<file path="src/rtl/hazard_control_unit.sv">
// hazard_control_unit
// Stall/flush controller for the 5-stage MIPS core. Lives in ID next to the
// forwarding unit and drives the PC, IF/ID and ID/EX register enables.
//
// It handles the hazards that forwarding cannot cover:
//   - load-use: one bubble while the load is still in EX
//   - mult/div busy: mfhi/mflo or a new mult/div is held in ID until the
//     counted latency expires
//   - taken branch resolved in ID: IF/ID is flushed
//
// Optional feature macro: HAZARD_STATS_EN adds a 32-bit stall_count_o
// register counting every stalled cycle. It wraps from 0xFFFFFFFF to 0.
//
// Parameter constraints: MD_LATENCY in 1..15 and 2**CNT_W > MD_LATENCY.

`ifndef R_WIDTH
`define R_WIDTH [4:0]
`endif

module hazard_control_unit #(
  parameter int MD_LATENCY = 4,
  parameter int CNT_W      = 4
) (
  input  logic         clk_i,
  input  logic         rst_i,
  input  logic `R_WIDTH ID_rs_i,
  input  logic `R_WIDTH ID_rt_i,
  input  logic         ID_uses_rt_i,
  input  logic         ID_md_start_i,
  input  logic         ID_reads_hilo_i,
  input  logic         ID_branch_taken_i,
  input  logic `R_WIDTH EX_rd_i,
  input  logic         EX_mem_read_i,
  output logic         pc_write_o,
  output logic         IFID_write_o,
  output logic         IFID_flush_o,
  output logic         IDEX_bubble_o,
  output logic         md_busy_o
`ifdef HAZARD_STATS_EN
  ,
  output logic [31:0]  stall_count_o
`endif
);

  typedef enum logic {IDLE = 1'b0, MD_BUSY = 1'b1} state_t;

  localparam logic [CNT_W-1:0] LAT_LOAD = CNT_W'(MD_LATENCY);
  localparam logic [CNT_W-1:0] CNT_ONE  = CNT_W'(1);

  state_t           state, state_nx;
  logic [CNT_W-1:0] busy_cnt, busy_cnt_nx;
  logic             load_use, md_stall, stall;
  logic             cnt_nz;

  // Hazard detection: purely combinational from ID/EX fields and busy_cnt.
  // A load to r0 never creates a dependency because r0 is hardwired.
  always_comb begin
    cnt_nz   = (busy_cnt != '0);
    load_use = EX_mem_read_i && (EX_rd_i != '0) &&
               ((ID_rs_i == EX_rd_i) || (ID_uses_rt_i && (ID_rt_i == EX_rd_i)));
    md_stall = cnt_nz && (ID_reads_hilo_i || ID_md_start_i);
    stall    = load_use || md_stall;
  end

  // State register: reset aborts any count in flight.
  always_ff @(posedge clk_i) begin
    if (rst_i) begin
      state    <= IDLE;
      busy_cnt <= '0;
    end else begin
      state    <= state_nx;
      busy_cnt <= busy_cnt_nx;
    end
  end

  // Next-state logic: a mult/div is accepted only when not stalled; the count
  // runs down every cycle regardless of stalls and never wraps below zero.
  always_comb begin
    state_nx    = state;
    busy_cnt_nx = busy_cnt;
    case (state)
      IDLE: begin
        if (ID_md_start_i && !stall) begin
          state_nx    = MD_BUSY;
          busy_cnt_nx = LAT_LOAD;
        end
      end
      MD_BUSY: begin
        if (cnt_nz)
          busy_cnt_nx = busy_cnt - CNT_ONE;
        if ((busy_cnt == CNT_ONE) || !cnt_nz)
          state_nx = IDLE;
      end
      default: begin
        state_nx    = IDLE;
        busy_cnt_nx = '0;
      end
    endcase
  end

  // Output logic: zero-latency enables. A stall freezes PC and IF/ID, bubbles
  // ID/EX and suppresses any branch flush; the branch is re-evaluated once the
  // stall clears because IF/ID still holds it.
  always_comb begin
    pc_write_o    = !stall;
    IFID_write_o  = !stall;
    IDEX_bubble_o = stall;
    IFID_flush_o  = !stall && ID_branch_taken_i;
    md_busy_o     = cnt_nz;
  end

`ifdef HAZARD_STATS_EN
  // Stall statistics: one increment per stalled cycle, natural wrap at 2^32.
  always_ff @(posedge clk_i) begin
    if (rst_i)
      stall_count_o <= '0;
    else if (stall)
      stall_count_o <= stall_count_o + 32'd1;
  end
`endif

endmodule

</file>
<file path="config.mk">
export PLATFORM = sky130hd
export DESIGN_NAME = hazard_control_unit
export DESIGN_NICKNAME = d
export VERILOG_FILES = /design/src/rtl/hazard_control_unit.sv
export SDC_FILE = /design/constraint.sdc
export NUM_CORES = 1
export LEC_CHECK = 0
export BUFFER_PORTS_ARGS = -buffer_cell sky130_fd_sc_hd__buf_2
export CELL_PAD_IN_SITES_DETAIL_PLACEMENT = 1
export CELL_PAD_IN_SITES_GLOBAL_PLACEMENT = 2
export CORE_MARGIN = 2
export CORE_UTILIZATION = 22
export CTS_CLUSTER_DIAMETER = 60
export DETAILED_ROUTE_END_ITERATION = 6
export MAX_ROUTING_LAYER = met4
export PLACE_DENSITY = 0.86
export SYNTH_ARGS = -nofsm -noshare
export SYNTH_HDL_FRONTEND = slang
export SYNTH_SLANG_ARGS = --single-unit
</file>
<file path="constraint.sdc">
create_clock -name clk_i -period 4.41 [get_ports clk_i]
set_input_delay 0.882 -clock clk_i [delete_from_list [all_inputs] [get_ports clk_i]]
set_output_delay 0.882 -clock clk_i [all_outputs]
set_load 0.02 [all_outputs]
</file>
==> out/results.tsv <==
stage	metric	value	unit
synth	Post-Synthesis Cells	56	
synth	Synth Warn #	0	
cts	CTS Buffer Depth	2	
route	drt pass-1 iters	4	
synth	Synth Register Bits	5	
final_layout	Finished Layout Cells	112	
synth	unique cell type count in the Yosys netlist	22	
min_path	Hold Path Class	flop to flop	
die	chip width	48.9	um
final_layout	commonest cells after routing, fill and taps aside	26 x buf_2, 12 x xnor2_1, 6 x nor2_1	
timing	Slew HR	0.747	
synth	ranking of synthesized cells by area	xnor2_1 24%, dfxtp_1 23%, ha_1 8.5%, nor2_1 5.1%, a21oi_1 4.5%	
timing	Final min period	3.16	ns
die	Die Span Y	48.9	um
die	# rows	16	
global_route	initial antenna violation count	0	
global_route	largest net degree at the start of global routing	8	
global_route	first-pass GRT wire length	2.21	mm
cts	later-pin clock latency in the skew report	0.24	ns
final_layout	cell area after layout	626	sq um
timing	Setup Viol. Count Final	0	
cts	CTS Root Cell	clkbuf_4	
power_and_ir_drop	sequential share of power	0.239	
final_layout	P&R area growth vs syn	41.2	%
route	DR WL/cell	11.5	um
cts	Num CTS Buffers	3	
cts	clock tree sinks	5	
job	max-cap violation count	0	
route	via density per instance	4.60	
power_and_ir_drop	Max VDD drop	0.175	mV
final_layout	fraction of layout cells with a size suffix above 1	0.353	
timing	final setup TNS	0	ns
final_layout	Multi-input gate area	320	sq um
die	Initial Util	0.230	
synth	top-area cell type share of the netlist area	0.237	
setup_path	R2R Setup Slk	2.66	ns
final_layout	Fillers	261	
route	Residual DRC	0	
cts	CTS tree	yes	
global_route	vias in the first global route	504	
cts	hold buffers post-CTS	0	
synth	register area share after synthesis	0.226	
cts	setup repair bufs after CTS	0	
die	IO Count	27	
die	DIE AREA	2390	sq um
power_and_ir_drop	Cell Int Power	0.000167	W
place	Placed Cells	108	
setup_path	startpoint types	primary input	
timing	RSZ-0062 raised after global routing	false	
outcome	status	finished clean	
route	Antenna Violating Nets Remaining	0	
power_and_ir_drop	total power	0.000321	W
place	Cell Area, Placed	599	sq um
power_and_ir_drop	Combinational Power Share	0.595	
power_and_ir_drop	Clk network pwr share	0.166	
timing	Achievable Freq	317	MHz
place	dpl hpwl	1.07	mm
setup_path	crit path DAT	2.28	ns
setup_path	CP endpoint kind	primary output	
cts	CTS H-tree lvls	1	
global_route	GRT Residual Overflow	0	
synth	Syn Std Cell Area	443	sq um
power_and_ir_drop	pwr dens	513	nW/um^2
route	via count	515	
synth	Synth area leader	xnor2_1	
route	drt total wl	1.29	mm
power_and_ir_drop	Net Switching	0.000154	W
timing	worst slew pin tran	0.379	ns
timing	Worst Clk Skew	0.000428	ns
cts	post-CTS resize count	0	
setup_path	Crit Path Category	primary input to primary output	
route	Iter 0 DRT Violations	8	
setup_path	Critical Path Fanout Max	4	
final_layout	leading cell type in the layout, fill and taps excluded	buf_2	
place	gpl congestion	0.813	
setup_path	CP required	3.53	ns
timing	max-slew violations	0	
final_layout	n_diodes	0	
synth	Post-Syn Nets	81	
final_layout	register area	100	sq um
synth	Syn Area/Cell	7.91	sq um
timing	period utilization	0.716	
power_and_ir_drop	Static Leak	0.280	nW
cts	Worst-path clk slew	0.04	ns
place	port buffer count	26	
timing	Final Hold Fails	0	
die	area of the core	1920	sq um
global_route	all-layer global routing usage	0.125	
final_layout	NumNets Final	111	
power_and_ir_drop	switching part of the total	0.479	
final_layout	Finished Core Util	0.326	
[critical path: stages]
cell and delay [ns]:
buf_2 0.12, or4_1 0.52, o21a_1 0.22, a21oi_1 0.23
and2_1 0.15, buf_2 0.15
[layout make-up]
type	count	share of cell area
multi-input combinational	46	0.512
timing repair buffer	26	0.208
sequential	5	0.160
tap	27	0.0540
clock buffer	4	0.0420
inverter	4	0.0240
[metrics by stage]
step	setup slack [ns]	hold WS (ns)
CTS	1.23	0.539
global route	1.16	0.560
global placement	1.27	0.523
floorplan	1.16	0.466
detailed placement	1.24	0.529
finish	1.25	0.540
[sequential cells by signal, indices dropped and copies added (netlist names)]
name / cells
busy_cnt: 4
state: 1
[final timing paths]
kind,start,to,cells past startpoint
setup reg to reg,busy_cnt[0],busy_cnt[3],8
hold reg to reg,busy_cnt[1],busy_cnt[1],2
setup / recovery,EX_rd_i[1],IFID_flush_o,6
hold / removal,busy_cnt[1],busy_cnt[1],2
[per-layer routing]
metal,vias to the layer above,share of wire,global-route usage,routed length [um]
met2,21,0.47,0.194,609
li1,254,-,-,-
met4,0,0.033,0.0810,42
met3,6,0.067,0.0429,86
met5,-,0,-,0
met1,234,0.43,0.136,553
[cells by family after synthesis]
family / after synthesis / share of synthesized area
and+or+nand+nor: 20 / 0.229
buffers and inverters: 5 / 0.0508
DFF: 5 / 0.226
xor gates and xnor gates: 12 / 0.237
adders and majority gates: 3 / 0.0848
AOI/OAI and AO/OA: 11 / 0.172
[cells in the mapped netlist, drive strengths merged]
library cell and instances:
a21o 1, a21oi 4, a221oi 1, a31oi 2
and2 1, buf 1, dfxtp 5, ha 3
inv 4, nand2 4, nand3 1, nand3b 1
nand4 3, nor2 6, nor3 1, nor3b 1
nor4 1, o21a 1, o22ai 1, o31ai 1
or4 1, xnor2 12
[power groups by stage]
| stage | Clock, W | Sequential (W) | Combinational [W] |
|---|---|---|---|
| after global placement | 0 | 0.0000767 | 0.000186 |
| after CTS | 0.0000551 | 0.0000767 | 0.000193 |
| after detailed placement | 0 | 0.0000765 | 0.000189 |
| after floorplan | 0 | 0.0000723 | 0.000140 |
| final | 0.0000534 | 0.0000766 | 0.000191 |
| after global routing | 0.0000567 | 0.0000793 | 0.000212 |
Note: power is estimated with default switching activity, not from simulation.
